`src/rtl/dmem_sram_like_if_if.sv`:
```
// rtl/dmem_sram_like_if_if.sv - SRAM-like data bus between the M-stage master and memory
interface dmem_sram_like_if_if;
  logic        data_req;
  logic        data_wr;
  logic [1:0]  data_size;
  logic [31:0] data_addr;
  logic [31:0] data_wdata;
  logic        data_addr_ok;
  logic        data_data_ok;
  logic [31:0] data_rdata;

  modport master (
    output data_req, data_wr, data_size, data_addr, data_wdata,
    input  data_addr_ok, data_data_ok, data_rdata
  );

  modport slave (
    input  data_req, data_wr, data_size, data_addr, data_wdata,
    output data_addr_ok, data_data_ok, data_rdata
  );
endinterface

```
`src/rtl/dmem_sram_like_if.sv`:
```
// rtl/dmem_sram_like_if.sv - M-stage data-memory master: one SRAM-like transaction per load/store,
// stalling the pipe until the data phase completes and holding the raw read word.
module dmem_sram_like_if #(
  parameter bit MAP_KSEG = 1'b1
) (
  input  logic        clk,
  input  logic        rst,
  input  logic        i_mem_en,
  input  logic [3:0]  i_mem_sel,
  input  logic [1:0]  i_mem_size,
  input  logic [31:0] i_mem_addr,
  input  logic [31:0] i_mem_wdata,
  input  logic        i_mem_except,
  input  logic        i_flush,
  input  logic        i_pipe_stall,
  output logic        o_stall,
  output logic [31:0] o_rdata,
  dmem_sram_like_if_if.master bus
);

  typedef enum logic [1:0] {
    S_IDLE = 2'd0,
    S_ADDR = 2'd1,
    S_WAIT = 2'd2,
    S_DONE = 2'd3
  } state_t;

  state_t      r_state;
  state_t      w_next;
  logic        r_cancel;
  logic [31:0] r_rdata;
  logic        w_start;
  logic        w_in_idle;
  logic [31:0] w_addr;

  // rst gates start so a reset mid-instruction drops the request in the same cycle
  assign w_in_idle = (r_state == S_IDLE);
  assign w_start   = w_in_idle & i_mem_en & ~i_mem_except & ~i_flush & ~rst;

  always_comb begin
    w_addr = i_mem_addr;
    if (MAP_KSEG && (i_mem_addr[31:30] == 2'b10)) begin
      w_addr = {3'b000, i_mem_addr[28:0]};
    end
  end

  assign bus.data_addr  = w_addr;
  assign bus.data_size  = i_mem_size;
  assign bus.data_wdata = i_mem_wdata;
  assign o_rdata        = r_rdata;

  always_ff @(posedge clk or posedge rst) begin
    if (rst) begin
      r_state  <= S_IDLE;
      r_cancel <= 1'b0;
      r_rdata  <= 32'd0;
    end else begin
      r_state <= w_next;
      if (w_next == S_IDLE) begin
        r_cancel <= 1'b0;
      end else if (((r_state == S_ADDR) || (r_state == S_WAIT)) && i_flush) begin
        r_cancel <= 1'b1;
      end
      if ((r_state == S_WAIT) && bus.data_data_ok) begin
        r_rdata <= bus.data_rdata;
      end
    end
  end

  always_comb begin
    w_next = r_state;
    case (r_state)
      S_IDLE: begin
        if (w_start) begin
          w_next = bus.data_addr_ok ? S_WAIT : S_ADDR;
        end
      end
      S_ADDR: begin
        if (bus.data_addr_ok) begin
          w_next = S_WAIT;
        end
      end
      S_WAIT: begin
        // a flush arriving together with data_ok still discards the result
        if (bus.data_data_ok) begin
          w_next = (r_cancel | i_flush) ? S_IDLE : S_DONE;
        end
      end
      S_DONE: begin
        if (~i_pipe_stall | i_flush) begin
          w_next = S_IDLE;
        end
      end
      default: w_next = S_IDLE;
    endcase
  end

  always_comb begin
    bus.data_req = 1'b0;
    o_stall      = 1'b0;
    case (r_state)
      S_IDLE: begin
        bus.data_req = w_start;
        o_stall      = w_start;
      end
      S_ADDR: begin
        bus.data_req = 1'b1;
        o_stall      = 1'b1;
      end
      S_WAIT: begin
        o_stall = 1'b1;
      end
      default: begin
        bus.data_req = 1'b0;
        o_stall      = 1'b0;
      end
    endcase
    bus.data_wr = bus.data_req & (|i_mem_sel);
  end

endmodule

```
`src/flat_wrapper.sv`:
```
// flat-port wrapper written by rule: the top's interface ports become plain ports
module dmem_sram_like_if_flat 
#(
  parameter bit MAP_KSEG = 1'b1
)
  (clk, rst, i_mem_en, i_mem_sel, i_mem_size, i_mem_addr, i_mem_wdata, i_mem_except, i_flush, i_pipe_stall, o_stall, o_rdata, bus_data_req, bus_data_wr, bus_data_size, bus_data_addr, bus_data_wdata, bus_data_addr_ok, bus_data_data_ok, bus_data_rdata);
  dmem_sram_like_if_if bus_i ();
  input  logic clk;
  input  logic rst;
  input  logic i_mem_en;
  input  logic [3:0] i_mem_sel;
  input  logic [1:0] i_mem_size;
  input  logic [31:0] i_mem_addr;
  input  logic [31:0] i_mem_wdata;
  input  logic i_mem_except;
  input  logic i_flush;
  input  logic i_pipe_stall;
  output logic o_stall;
  output logic [31:0] o_rdata;
  output wire logic [$bits(bus_i.data_req)-1:0] bus_data_req;
  output wire logic [$bits(bus_i.data_wr)-1:0] bus_data_wr;
  output wire logic [$bits(bus_i.data_size)-1:0] bus_data_size;
  output wire logic [$bits(bus_i.data_addr)-1:0] bus_data_addr;
  output wire logic [$bits(bus_i.data_wdata)-1:0] bus_data_wdata;
  input wire logic [$bits(bus_i.data_addr_ok)-1:0] bus_data_addr_ok;
  input wire logic [$bits(bus_i.data_data_ok)-1:0] bus_data_data_ok;
  input wire logic [$bits(bus_i.data_rdata)-1:0] bus_data_rdata;
  assign bus_data_req = bus_i.data_req;
  assign bus_data_wr = bus_i.data_wr;
  assign bus_data_size = bus_i.data_size;
  assign bus_data_addr = bus_i.data_addr;
  assign bus_data_wdata = bus_i.data_wdata;
  assign bus_i.data_addr_ok = bus_data_addr_ok;
  assign bus_i.data_data_ok = bus_data_data_ok;
  assign bus_i.data_rdata = bus_data_rdata;
  dmem_sram_like_if #(.MAP_KSEG(MAP_KSEG)) u_core (.clk(clk), .rst(rst), .i_mem_en(i_mem_en), .i_mem_sel(i_mem_sel), .i_mem_size(i_mem_size), .i_mem_addr(i_mem_addr), .i_mem_wdata(i_mem_wdata), .i_mem_except(i_mem_except), .i_flush(i_flush), .i_pipe_stall(i_pipe_stall), .o_stall(o_stall), .o_rdata(o_rdata), .bus(bus_i));
endmodule
```
`config.mk`:
```
export PLATFORM = sky130hd
export DESIGN_NAME = dmem_sram_like_if_flat
export DESIGN_NICKNAME = d
export VERILOG_FILES = /design/src/rtl/dmem_sram_like_if_if.sv /design/src/rtl/dmem_sram_like_if.sv /design/src/flat_wrapper.sv
export SDC_FILE = /design/constraint.sdc
export NUM_CORES = 1
export LEC_CHECK = 0
export BUFFER_PORTS_ARGS = -buffer_cell sky130_fd_sc_hd__buf_2
export CAP_MARGIN = 40
export CORE_MARGIN = 2
export CORE_UTILIZATION = 25
export CTS_BUF_LIST = sky130_fd_sc_hd__clkbuf_2
export DETAILED_ROUTE_END_ITERATION = 10
export GPL_TIMING_DRIVEN = 0
export PLACE_DENSITY_LB_ADDON = 0.05
export SETUP_SLACK_MARGIN = 0.02
export SLEW_MARGIN = 20
export SYNTH_ARGS = -nofsm -noshare
export SYNTH_HDL_FRONTEND = slang
export SYNTH_SLANG_ARGS = --single-unit
```
`constraint.sdc`:
```
create_clock -name clk -period 4.2 [get_ports clk]
set_clock_uncertainty 0.15 [all_clocks]
set_input_delay 0.84 -clock clk [delete_from_list [all_inputs] [get_ports clk]]
set_output_delay 0.84 -clock clk [all_outputs]
set_load 0.05 [all_outputs]
```
==> results of run 1 <==
==> sequential cells by signal (all words and copies together) (netlist names) <==
name             count
u_core.o_rdata      32
u_core.r_state       2
u_core.r_cancel      1
==> routing by layer <==
metal / wire (µm) / GRT usage (%)
met2: 2720 / 21.0
met5: 0 / 0
met3: 600 / 3.58
met1: 1830 / 11.7
met4: 35 / 2.94
==> per-stage QoR <==
step | worst slack (ns) | util, % | hold WS (ns) | power, mW
after global placement | 1.26 | 37.0 | 0.334 | 2.03
after global routing | 1.14 | 37.8 | 0.292 | 2.28
final | 1.25 | 37.8 | 0.331 | 2.16
after CTS | 1.24 | 37.8 | 0.302 | 2.20
after detailed placement | 1.25 | 37.3 | 0.338 | 2.04
after floorplan | 1.11 | - | 0.338 | 1.72
==> cell families after synthesis <==
group	after synthesis	share of synthesized area, %
adder cells (fa/ha/maj)	4	2.53
AND/OR/NAND/NOR	12	4.05
flip-flops	35	44.3
buffers and inverters	75	26.4
multiplexers	33	18.7
AO/OA/AOI/OAI	11	4.05
==> how the worst max path moves through the flow <==
stage / start / end / slack (ns) / cells after the start
after floorplan: i_flush / bus_data_wr / 1.11 / 3
after global placement: i_flush / bus_data_wr / 1.26 / 5
after detailed placement: i_flush / bus_data_wr / 1.25 / 5
after CTS: i_flush / bus_data_wr / 1.24 / 5
after global routing: i_flush / bus_data_wr / 1.14 / 5
final: i_flush / bus_data_wr / 1.25 / 5
==> area by class of cell <==
class	count	area (µm²)
flip-flops and latches	35	876
repair buffers	148	763
multi-input cells	60	581
clock buffers	5	25.0
plain buffers	67	492
inverters	8	30.0
clock inverters	3	15.0
well taps	102	128
fillers	824	4780
==> power breakdown <==
group          leakage [nW]  total (mW)  internal (mW)  switching (mW)
registers             0.416       0.588          0.507          0.0806
logic                  1.17        1.42          0.405            1.02
clock network        0.0241       0.151         0.0372           0.114
==> placed cells by master, fill, tap and decap left out, types with 2 or more instances in the layout <==
master	n
a21oi_1	4
a31oi_1	2
buf_2	150
buf_4	63
clkbuf_2	5
clkinv_1	2
dfrtp_1	35
ha_1	4
inv_1	7
mux2_2	32
nand2_1	4
nand2b_1	2
==> out/results.tsv, run 1 <==
metric	value	unit
antenna_cells	0	
hpwl	4400	µm
hold_class	in -> async	
grt_max_degree	19	
grt_pass1_wl	7620	µm
globalplace.congestion	0.677	
h-tree-depth	2	
period_needed	2.95	ns
vias	1691	
slew_headroom	70.6	%
synth_top_cell_by_area	dfrtp_1	
netlist_instances	170	
crit_type	in -> out	
finalNetCount	439	
pin_count	211	
yosysSeqAreaShare	44.3	%
synthToLayoutAreaGrowth	47.1	%
synthArstFlopShare	100	%
r2r_end	u_core.r_cancel	
ys.flop_type	dfrtp_1	
firstDrtPassIters	4	
netlist_area	1980	µm²
io_buffers	147	
status	completed	
synth.area.top_cells	dfrtp_1 (44%), buf_4 (24%), mux2_2 (18%)	
post_cts_resized	0	
cp.arrival	1.96	ns
critPathBufInv	2	
end_kind	primary output	
tns	0	ns
grt_usage	11.1	%
cts_root_buf	clkbuf_2	
antenna_found_initial	0	
cp.required	3.21	ns
setup_violations	0	
cts_buffers	5	
cts.clk_slew.worst_paths	0.18	ns
synth_top_area_share	44.3	%
synthTopCellsByCount	buf_4 (63), dfrtp_1 (35), mux2_2 (32)	
cts-hold-fix-buffers	0	
drt_iter0_markers	7	
wl_per_cell	12.1	µm
grt_setup_unrepaired	false	
placed_cell_area	2870	µm²
cpMostUsedCell	buf_2	
syn-num-nets	284	
slew_viol_final	0	
synth_seq_cells	35	
cts_sinks	35	
worst_slew_pin_slew	0.441	ns
rows	32	
synth-edff-count	0	
grt_pass1_vias	1594	
remaining_drc_errors	0	
rr_startpoint	u_core.r_state[0]	
drive_gt1_share	78.5	%
fmax	340	MHz
viasPerCell	3.95	
maxCapViolCount	0	
syn_area_per_cell	11.6	µm²
leakage	1.61	nW
cpPeakStageDelay	0.42	ns
core_area	7690	µm²
place_inst	420	
synth_most_common_cell	buf_4	
cts_tree	done	
hold_viol	0	
ys_types	23	
cpMaxStageDelayCell	nor4b_4	
cp_max_fo	5	
ff2ff_setup_slack	2.30	ns
dieArea	8640	µm²
post_cts_buffers	0	
start_util	25.7	%
start_kind	input port	
final_area	2910	µm²
power.density	743	nW/µm²
clockBufferDepth	2	
wl	5180	µm
fin_crit_sh	70.1	%
r2r_cells	6	
cp_cell_sequence	buf_2 -> nor4b_4 -> nand2_1 -> a21oi_1 -> buf_2	
layout.cells.non_filler	428	
yosysWarningCount	0	
overflow	0	
antenna_left	0	
crit_family	simple AND/OR/NAND/NOR gates	
die_h	93.0	µm
die_w	93.0	µm
clkLatencyLatePin	0.35	ns
vdd_ir_drop_max	0.000427	V
Power figures use the tool's default switching activity.
==> run 2: changes to the inputs <==
--- a/config.mk
+++ b/config.mk
@@ -5,6 +5,7 @@
 export SDC_FILE = /design/constraint.sdc
 export NUM_CORES = 1
 export LEC_CHECK = 0
+export ABC_AREA = 1
 export BUFFER_PORTS_ARGS = -buffer_cell sky130_fd_sc_hd__buf_2
 export CAP_MARGIN = 40
 export CORE_MARGIN = 2
==> constraint.sdc (replaced) <==
create_clock -name clk -period 2.98 [get_ports clk]
set_clock_uncertainty 0.15 [all_clocks]
set_input_delay 0.596 -clock clk [delete_from_list [all_inputs] [get_ports clk]]
set_output_delay 0.596 -clock clk [all_outputs]
set_load 0.05 [all_outputs]
==> run 2 against run 1 <==
  * Clock power up 43%
  * Cell count rose by 5.1%
  * Largest cell class unchanged
  * Area after synthesis grew 7.7%
  * Largest power group unchanged
==> out/results.tsv, run 2 <==
metric	value	unit
finalNetCount	458	
remaining_drc_errors	0	
synthToLayoutAreaGrowth	44.0	%
drt_iter0_markers	13	
place_ws	0.742	ns
syn-num-nets	302	
clockBufferDepth	2	
antenna_left	0	
grt_usage	10.7	%
synth_top_cell_by_area	dfrtp_1	
nFillCells	859	
fmax	370	MHz
synthTopCellsByCount	buf_4 (63), dfrtp_1 (35), mux2_4 (30)	
antenna_cells	0	
synth.area.top_cells	dfrtp_1 (41%), buf_4 (22%), mux2_4 (21%)	
setup_violations	0	
hpwl	4400	µm
wl	5320	µm
largest_register_ffs	32	
fin_crit_sh	90.8	%
die_w	96.3	µm
final_core_util	37.3	%
synthArstFlopShare	100	%
dieArea	9270	µm²
antenna_found_initial	0	
grt_pass1_vias	1648	
rows	33	
hold_depth	2	
setup_slack	0.275	ns
leakage	1.84	nW
synth_most_common_cell	buf_4	
firstDrtPassIters	4	
final_common_cell	buf_2	
cts_tree	done	
cpPeakStageDelay	0.54	ns
cts_root_buf	clkbuf_2	
ys_types	18	
cp.arrival	1.96	ns
worst_slew_pin_slew	0.254	ns
mostFrequentLayoutCells	buf_2 (147), buf_4 (63), dfrtp_1 (35), mux2_4 (30), nand2_1 (15)	
tns	0	ns
cp_max_fo	5	
cp_cell_sequence	dlygate4sd3_1 -> buf_2 -> nor2_1 -> nand2_2 -> a21oi_1 -> buf_2	
p_total	3.09	mW
cpMostUsedCell	buf_2	
grt_max_degree	28	
syn_area_per_cell	11.3	µm²
post_cts_buffers	0	
end_kind	primary output	
globalplace.congestion	0.736	
slew_viol_final	0	
cts_sinks	35	
hold_viol	0	
cp.required	2.23	ns
grt_pass1_wl	7690	µm
overflow	0	
start_util	25.9	%
cts_buffers	5	
maxCapViolCount	0	
clkLatencyLatePin	0.33	ns
io_buffers	147	
power.density	1010	nW/µm²
core_area	8220	µm²
slew_headroom	82.9	%
start_kind	input port	
vias	1716	
cpMaxStageDelayCell	dlygate4sd3_1	
synth_seq_cells	35	
vdd_ir_drop_max	0.000536	V
yosysSeqAreaShare	41.1	%
die_h	96.3	µm
h-tree-depth	2	
synth-edff-count	0	
drive_gt1_share	75.4	%
pin_count	211	
hold_class	in -> reg	
yosysWarningCount	0	
ys.flop_type	dfrtp_1	
r2r_cells	5	
netlist_area	2130	µm²
viasPerCell	3.81	
hold_slack	0.304	ns
crit_type	in -> out	
netlist_instances	188	
status	completed	
period_needed	2.70	ns
grt_setup_unrepaired	false	
synth_top_area_share	41.1	%
cts.clk_slew.worst_paths	0.18	ns
wl_per_cell	11.8	µm
==> run 2: report_power, final <==
part           leakage (nW)  internal, mW  switching [mW]
combinational          1.39         0.676            1.37
clock                0.0330        0.0643           0.152
sequential            0.424         0.707           0.126
total                  1.84          1.45            1.65
==> run 2: worst max-delay path: cells and delay by family <==
kind                   cells  cell delay, ns
and+or+nand+nor            2            0.27
AOI/OAI and AO/OA          1            0.14
buffers and inverters      3            0.95
==> run 2: cell families after synthesis <==
family                   Yosys count  share of synthesized area (%)
buffers and inverters             78                           25.9
AO/OA/AOI/OAI                      6                           1.53
flip-flops                        35                           41.1
multiplexers                      32                           22.2
AND/OR/NAND/NOR                   33                           6.87
adder cells (fa/ha/maj)            4                           2.35
==> run 2: cell type report <==
cell class / count / area (µm²) / area share, %
timing repair buffer: 149 / 766 / 25.0
buffer: 67 / 510 / 16.6
tap: 105 / 131 / 4.28
clock inverter: 1 / 5.00 / 0.163
sequential: 35 / 876 / 28.6
clock buffer: 7 / 35.0 / 1.14
multi-input combinational: 75 / 702 / 22.9
inverter: 11 / 41.3 / 1.35
==> run 2: repair_timing <==
| action | in CTS | in global routing |
|---|---|---|
| hold buffers | 1 | 0 |
| gates resized for setup | 0 | 0 |
| hold endpoints to repair | 8 | 0 |
==> run 2: path summary, 6_finish.rpt <==
path	to	slack, ns	start
setup / recovery	bus_data_wr	0.28	rst
hold / removal	u_core.o_rdata[22]	0.30	bus_data_rdata[22]
setup reg to reg	u_core.o_rdata[17]	1.25	u_core.r_state[0]
hold reg to reg	u_core.o_rdata[2]	0.37	u_core.o_rdata[2]
max in group asynchronous	u_core.o_rdata[17]	1.71	rst
min in group asynchronous	u_core.o_rdata[11]	0.55	rst
==> run 2: per-stage QoR <==
| stage | cell area (µm²) | cells |
|---|---|---|
| after CTS | 3070 | 450 |
| after global placement | 3000 | 440 |
| after detailed placement | 3020 | 441 |
| after floorplan | 2130 | 188 |
| final | 3070 | 450 |
| after global routing | 3070 | 450 |
==> run 2: layer usage <==
layer / global-route usage (%) / vias up / part of all wire, %
met4: 2.82 / 0 / 0.64
met5: 0 / - / 0
met1: 13.0 / 765 / 40
met3: 2.35 / 2 / 8.0
li1: - / 849 / -
met2: 19.1 / 100 / 51
